[src/rtl/hub75_scan_scheduler.sv]
// HUB75 scan scheduler: walks rows and BCM bit-planes, drives latch/OE/row address, owns the display buffer select.
// Define HUB75_SCHED_BLANK_EN to insert BLANK_TICKS dead-time clocks between the line shift and the latch.
module hub75_scan_scheduler #(
  parameter int ROW_BITS    = 4,
  parameter int PLANES      = 4,
  parameter int BASE_TICKS  = 8,
  parameter int BLANK_TICKS = 2
) (
  input  logic                clk_i,
  input  logic                reset_i,
  input  logic                enable_i,
  input  logic [7:0]          brightness_i,
  input  logic                swap_req_i,
  output logic                swap_ack_o,
  output logic                buffer_sel_o,
  output logic                shift_start_o,
  output logic [ROW_BITS-1:0] shift_row_o,
  output logic [2:0]          shift_plane_o,
  input  logic                shift_done_i,
  output logic [ROW_BITS-1:0] row_addr_o,
  output logic                latch_o,
  output logic                oe_n_o,
  output logic                frame_start_o
);

  // One counter serves both the blanking interval and the display on-time.
  localparam int PROD_W  = $clog2(BASE_TICKS + 1) + PLANES + 8;
  localparam int BLANK_W = $clog2(BLANK_TICKS + 1);
  localparam int TICK_W  = (PROD_W > BLANK_W) ? PROD_W : BLANK_W;

  typedef enum logic [2:0] {IDLE, SHIFT, BLANK, LATCH, DISPLAY, FRAME_END} state_t;

  state_t              state_q, state_d;
  logic [ROW_BITS-1:0] row_q, row_d;
  logic [2:0]          plane_q, plane_d;
  logic [7:0]          bright_q, bright_d;
  logic                first_q, first_d;
  logic [TICK_W-1:0]   cnt_q, cnt_d;
  logic [TICK_W-1:0]   on_q, on_d;
  logic [ROW_BITS-1:0] row_addr_q, row_addr_d;
  logic                buf_q, buf_d;
  logic                frame_start_q, frame_start_d;

  logic [TICK_W-1:0]   plane_base;
  logic [TICK_W-1:0]   on_prod;
  logic [TICK_W-1:0]   on_ticks;
  logic [TICK_W-1:0]   last_tick;

  // Full-width product before the /256 so low brightness keeps its precision.
  assign plane_base = TICK_W'(BASE_TICKS) << plane_q;
  assign on_prod    = plane_base * TICK_W'({1'b0, bright_q} + 9'd1);
  assign on_ticks   = on_prod >> 8;
  assign last_tick  = (on_q == '0) ? TICK_W'(1) : on_q;

  always_ff @(posedge clk_i or posedge reset_i) begin
    if (reset_i) begin
      state_q       <= IDLE;
      row_q         <= '0;
      plane_q       <= '0;
      bright_q      <= '0;
      first_q       <= 1'b0;
      cnt_q         <= '0;
      on_q          <= '0;
      row_addr_q    <= '0;
      buf_q         <= 1'b0;
      frame_start_q <= 1'b0;
    end else begin
      state_q       <= state_d;
      row_q         <= row_d;
      plane_q       <= plane_d;
      bright_q      <= bright_d;
      first_q       <= first_d;
      cnt_q         <= cnt_d;
      on_q          <= on_d;
      row_addr_q    <= row_addr_d;
      buf_q         <= buf_d;
      frame_start_q <= frame_start_d;
    end
  end

  always_comb begin
    state_d       = state_q;
    row_d         = row_q;
    plane_d       = plane_q;
    bright_d      = bright_q;
    first_d       = 1'b0;
    cnt_d         = cnt_q;
    on_d          = on_q;
    row_addr_d    = row_addr_q;
    buf_d         = buf_q;
    frame_start_d = 1'b0;
    case (state_q)
      IDLE: begin
        if (enable_i) begin
          bright_d      = brightness_i;
          frame_start_d = 1'b1;
          row_d         = '0;
          plane_d       = '0;
          first_d       = 1'b1;
          state_d       = SHIFT;
        end
      end
      SHIFT: begin
        // A done pulse coincident with our own start belongs to no line of ours.
        if (!first_q && shift_done_i) begin
          row_addr_d = row_q;
`ifdef HUB75_SCHED_BLANK_EN
          cnt_d      = '0;
          state_d    = BLANK;
`else
          state_d    = LATCH;
`endif
        end
      end
`ifdef HUB75_SCHED_BLANK_EN
      BLANK: begin
        if (cnt_q == TICK_W'(BLANK_TICKS - 1)) begin
          state_d = LATCH;
        end else begin
          cnt_d = cnt_q + TICK_W'(1);
        end
      end
`endif
      LATCH: begin
        on_d    = on_ticks;
        cnt_d   = '0;
        state_d = DISPLAY;
      end
      DISPLAY: begin
        // cnt_q == last_tick is the advance cycle, OE already released.
        if (cnt_q == last_tick) begin
          first_d = 1'b1;
          state_d = SHIFT;
          if (plane_q == 3'(PLANES - 1)) begin
            plane_d = '0;
            if (row_q == '1) begin
              row_d   = '0;
              first_d = 1'b0;
              state_d = FRAME_END;
            end else begin
              row_d = row_q + ROW_BITS'(1);
            end
          end else begin
            plane_d = plane_q + 3'd1;
          end
        end else begin
          cnt_d = cnt_q + TICK_W'(1);
        end
      end
      FRAME_END: begin
        if (swap_req_i) begin
          buf_d = ~buf_q;
        end
        state_d = IDLE;
      end
      default: state_d = IDLE;
    endcase
  end

  assign swap_ack_o    = (state_q == FRAME_END) && swap_req_i;
  assign buffer_sel_o  = buf_q ^ swap_ack_o;
  assign shift_start_o = (state_q == SHIFT) && first_q;
  assign shift_row_o   = row_q;
  assign shift_plane_o = plane_q;
  assign row_addr_o    = row_addr_q;
  assign latch_o       = (state_q == LATCH);
  assign oe_n_o        = !((state_q == DISPLAY) && (cnt_q < on_q));
  assign frame_start_o = frame_start_q;

endmodule

[config.mk]
export PLATFORM = sky130hd
export DESIGN_NAME = hub75_scan_scheduler
export DESIGN_NICKNAME = d
export VERILOG_FILES = /design/src/rtl/hub75_scan_scheduler.sv
export SDC_FILE = /design/constraint.sdc
export NUM_CORES = 1
export LEC_CHECK = 0
export ABC_AREA = 1
export BUFFER_PORTS_ARGS = -buffer_cell sky130_fd_sc_hd__buf_4
export CORE_ASPECT_RATIO = 1.4
export CORE_MARGIN = 8
export CORE_UTILIZATION = 40
export DETAILED_ROUTE_END_ITERATION = 10
export PLACE_DENSITY = 0.66
export SLEW_MARGIN = 20
export SYNTH_ARGS = -nofsm -noshare
export SYNTH_HDL_FRONTEND = slang
export SYNTH_SLANG_ARGS = --single-unit
[constraint.sdc]
create_clock -name clk_i -period 11.5 [get_ports clk_i]
set_clock_uncertainty 0.1 [all_clocks]
set_input_delay 1.15 -clock clk_i [delete_from_list [all_inputs] [get_ports clk_i]]
set_output_delay 1.15 -clock clk_i [all_outputs]
set_load 0.02 [all_outputs]
Word-level counts from Yosys, hierarchy flattened
Index checks and enable logic that the tools add are counted.
Storage, ports and cells
  flip-flop bits (word level): 49
  bits in latches: 0
  memory bits (writable): 0
  bits in read-only memories: 0
  input bits: 13
  output and inout port bits: 17
  logic and storage cells: 72
  memories: 0
Operators by class
  $add $sub $neg: 4
  multipliers: 1
  div/mod/pow operators: 0
  magnitude comparators: 1
  eq/ne operators: 12
  shift-type cells: 1
  muxes and demuxes: 24
  bitwise gates (word level): 2
  reduce and logical (&&, ||, !) cells: 17
Operator list (number)
  16-bit case mux with 2 select lines: 1
  3-bit two-way mux: 8
  16-bit by 1-bit adder with 16-bit output (second input constant): 1
  16-bit by 8-bit == test with 1-bit output: 1
  16-bit logical NOT: 1
  16-bit by 8-bit < comparator with 1-bit output: 1
  16-bit by 9-bit multiplier with 16-bit output: 1
  16-bit two-way mux: 1
  4-bit two-way mux: 4
  4-bit by 3-bit left shift with 16-bit output (first input constant): 1
  3-bit case mux with 4 select lines: 1
  2-bit != test (second input constant): 5
  8-bit by 1-bit adder with 9-bit output (second input constant): 1
  8-bit two-way mux: 1
  4-bit case mux with 2 select lines: 1
  2-bit AND reduction: 4
  3-bit by 2-bit == test with 1-bit output (second input constant): 2
  3-bit == test (second input constant): 2
  3-bit case mux with 2 select lines: 1
  3-bit AND reduction: 2
  1-bit two-way mux: 5
  4-bit by 1-bit adder with 4-bit output (second input constant): 1
  4-bit == test (second input constant): 1
  1-bit logical AND: 4
  9 further kinds: 11

Depth between registers and ports, before layout
  word-level depth: 5
  gate-level depth with buffers: 25
  gate-level depth less buffers: 25

Worst setup path after synthesis
No wires, ideal clock.
  kind: register to register
  start point: register plane_q[1], in the netlist shift_plane_o[1]
  end point: register on_q[7]
  library setup time: 0.120 ns
  arrival time: 4.284 ns
  data required time: 11.280 ns
  path slack: 6.996 ns
  stages on the path, launching flop included: 22
  path buffers: 0
  period minus slack after synthesis: 4.504 ns
  cells stage by stage: dfrtp_1 inv_1 ha_1 inv_1 nor2_2 inv_1 nor2_1 fa_1 fa_1 fa_1 inv_1 fa_1 inv_1 ha_1 nand2_1 inv_1 nand4_1 o211ai_1 xor2_1 nand3_1 nand3_1 nand2_1
On the way
  word-level cells in the longest chain between the ends: 2
RTL lines
  start: declaration: RTL line 35  | logic [2:0] plane_q, plane_d;
  start signal: assignment: RTL line 70  | plane_q <= plane_d;
  4-bit by 3-bit left shift with 16-bit output: RTL line 50  | assign plane_base = TICK_W'(BASE_TICKS) << plane_q;
  16-bit by 9-bit multiplier with 16-bit output: RTL line 51  | assign on_prod = plane_base * TICK_W'({1'b0, bright_q} + 9'd1);
  end signal: assignment: RTL line 74  | on_q <= on_d;
  end: declaration: RTL line 39  | logic [TICK_W-1:0] on_q, on_d;
Every way passes these cells.
A chain may end at the register's enable or synchronous reset.

Final worst setup path
  start point: register bright_q[0]
  end point: register on_q[6]
On the way
  word-level cells in the longest chain between the ends: 2
RTL lines
  start: declaration: RTL line 36  | logic [7:0] bright_q, bright_d;
  start signal: assignment: RTL line 71  | bright_q <= bright_d;
  8-bit by 1-bit adder with 9-bit output: RTL line 51
  16-bit by 9-bit multiplier with 16-bit output: RTL line 51
Every way passes these cells.

==> results.md <==
- Combinational Power Share: 51.6%
- CP Capture Type: register
- CTS root buffer: clkbuf_16
- Fin. max-slew vios: 0
- Layout cells sized above 1: 10.61%
- Cell Rows: 47
- CP Launch Type: register
- Leak: 0.002715 uW
- Core box area: 11,820 um^2
- CP required: 11.59 ns
- CP max-delay cell: fa_1
- Outcome: completed
- Minimum clock period: 4.907 ns
- DP Area: 5210 um^2
- CTS tree: done
- Psw: 391.5 uW
- Crit path buf inv count: 3
- Synth area leader: dfrtp_1
- Clock Sinks: 49
- FILL cells: 1,172
- Placer Congestion: 0.9193
- FF+latch count, synth: 49
- Inserted Clock Buffers: 5
- Placed instance count: 808
- Mapped Cells: 639
- Die height: 146.3 um
- Slowest stage delay, CP: 0.56 ns
- Maxcap violations: 0
- Top FF cell, synth: dfrtp_1
- Int Pwr: 420.6 uW
- Synth warn: 0
- Clock latency on the worst-skew pair: 0.30 ns
- First-pass GRT wire length: 20.38 mm
- # Post-CTS Setup Buffers: 0
- Final Non-Filler Cells: 816
- Initial detailed-routing violation count: 193
- CTS Buffer Depth: 2
- Antenna cell count: 0
- Sequential-to-total area share from yosys stat: 25.28%
- Ordered list of cells on the worst path: ha_1, nand2_1, nor2_1, nand2_1, nand2_1, nand2_1, nor2_1, fa_1, fa_1, fa_1, inv_1, fa_1, inv_1, ha_1, nand2_1, inv_1, a221oi_1, nand3_1, nand3_1, nand2_1
- Final Cycle Share: 42.67%
- Clock Pin Slew Worst Setup and Hold Paths: 0.07 ns
- Average wire per standard cell: 14.35 um
- CP Data Arrival Time: 4.99 ns
- Initial antenna violation count: 0
- H-tree levels: 2
- Overall die width: 109.1 um
- Syn_area_per_cell: 7.589 um^2
- Drt total wl: 11.71 mm
- HP Class: reg -> reg
- Area share of the largest cell type after synthesis: 25.28%
- Post-route DRC: 0
- Via/cell ratio: 5.120
- Total number of vias: 4,178
- Final hold vios: 0
- Worst slew pin tran: 0.8694 ns
- Vias in the first global route: 4,319
- Fmax: 203.8 MHz
- Slew HR: 41.98%
- HPWL Detailed: 9.524 mm
- Largest net degree at the start of global routing: 50
- Post-synth top cells: nand2_1 (142), inv_1 (133), nor2_1 (67)
- Synth area leaders: dfrtp_1 (25%), fa_1 (16%), nand2_1 (11%)
- Setup violations, final: 0
- Cell Area, Synth: 4850 um^2
- Die ar.: 15,950 um^2
- Global Route met2 Usage: 28.76%
- CP Class: reg -> reg
- Gr ovfl total: 0
- # nets final: 753
- CP Max Fanout: 6
- Num ports: 30
- TNS Setup: 0 ns
- 1st-pass router iterations: 4
- Seq pwr share: 29.4%
- Resize count post-CTS: 0
- Fin area: 5363 um^2
- Number of synthesized flops with an enable pin: 0
- Gr usage total: 15.82%
- Count leader, synth: nand2_1
- CP delay by family, top: adder cells
- Synth-to-Final Area Change: 10.58%
- Most common cell on crit path: nand2_1
- Net Sw Frac: 48.21%
- Synthesized net count: 724
- Worst VDD drop: 66.03 uV
- Initial Util: 41.03%
- Met1 usage: 17.56%
- Post-route ant nets: 0
- Synth async-reset ratio: 100.0%
- IO buf count: 29
- GR peak layer: met2
- Cts hold-fix bufs: 0
- RSZ-0062 raised after global routing: false
- PwrDens: 151.4 nW/um^2
- Count of cell types in the netlist: 45
- Met3 Use GR: 1.630%
- Clock share of power: 19.0%
[final timing paths]
path / from / endpoint / slack (ns) / depth (start not counted)
max: bright_q[0] / on_q[6] / 6.59 / 20
min: row_addr_o[1] / row_addr_o[1] / 0.40 / 2
max reg2reg: bright_q[0] / on_q[6] / 6.59 / 20
min reg2reg: row_addr_o[1] / row_addr_o[1] / 0.40 / 2
max in group asynchronous: reset_i / bright_q[3] / 9.88 / 2
min in group asynchronous: reset_i / cnt_q[12] / 0.90 / 2
[power groups by stage]
stage / sequential, uW / combinational, uW / clock, uW
global route: 244 / 475 / 164
global placement: 240 / 414 / 0
floorplan: 238 / 317 / 0
detailed placement: 241 / 421 / 0
CTS: 239 / 423 / 157
finish: 239 / 419 / 154
[cells in the final DEF, fill, tap and decap left out, drive strengths merged, types with 3 or more instances in the layout]
cell	instances
or2	3
nor4	3
nand2	148
nor3	10
buf	29
inv	136
ha	34
a21oi	9
nand4	16
xnor2	6
dfrtp	49
nand3	47
clkbuf	5
nor2	74
xor2	13
fa	38
o31ai	3
o22ai	5
o21ai	31
[cell type report]
type                       instances  area, um^2  share of cell area, %
clock inverter                     3       26.28                 0.4900
sequential                        49        1226                  22.87
multi-input combinational        446        3063                  57.12
tap                              147       183.9                  3.430
timing repair buffer              29       217.7                  4.060
clock buffer                       5       125.1                  2.333
inverter                         137       520.5                  9.706
[stage by stage]
| stage | util (%) | hold slack, ns | total power (uW) | worst slack (ns) |
|---|---|---|---|---|
| CTS | 45.36 | 0.4003 | 818.9 | 6.590 |
| finish | 45.37 | 0.3959 | 812.2 | 6.593 |
| global route | 45.37 | 0.4165 | 882.2 | 6.271 |
| global placement | 44.08 | 0.3715 | 654.0 | 6.672 |
| floorplan | - | 0.3491 | 554.9 | 6.996 |
| detailed placement | 44.08 | 0.3813 | 661.8 | 6.624 |
[per-layer routing]
| metal | part of all wire, % | up-vias |
|---|---|---|
| met5 | 0 | - |
| met2 | 54 | 74 |
| met4 | 3.3 | 0 |
| li1 | - | 2038 |
| met3 | 2.6 | 26 |
| met1 | 40 | 2040 |
[registers in the layout, summed over array words and instances, names as in the netlist]
name,cells
shift_plane_o,3
bright_q,8
shift_row_o,4
first_q,1
frame_start_o,1
buf_q,1
row_addr_o,4
cnt_q,16
on_q,8
state_q,3
[logic make-up (layout without fill, tap and decap cells)]
group,count (synthesis),count (layout),share of synthesized area [%]
flops,49,49,25.28
compound gates,52,52,6.734
fa+ha+maj,72,72,24.46
simple gates,303,303,28.53
buf+inv,144,174,11.56
xor+xnor,19,19,3.431
[worst register-to-register path: cells and delay by family (launching register included)]
family / cells / cell delay [ns]
fa+ha+maj: 6 / 2.67
simple gates: 10 / 1.11
flops: 1 / 0.40
compound gates: 1 / 0.36
buf+inv: 3 / 0.15
No activity file was read; power rests on OpenSTA's default activity.
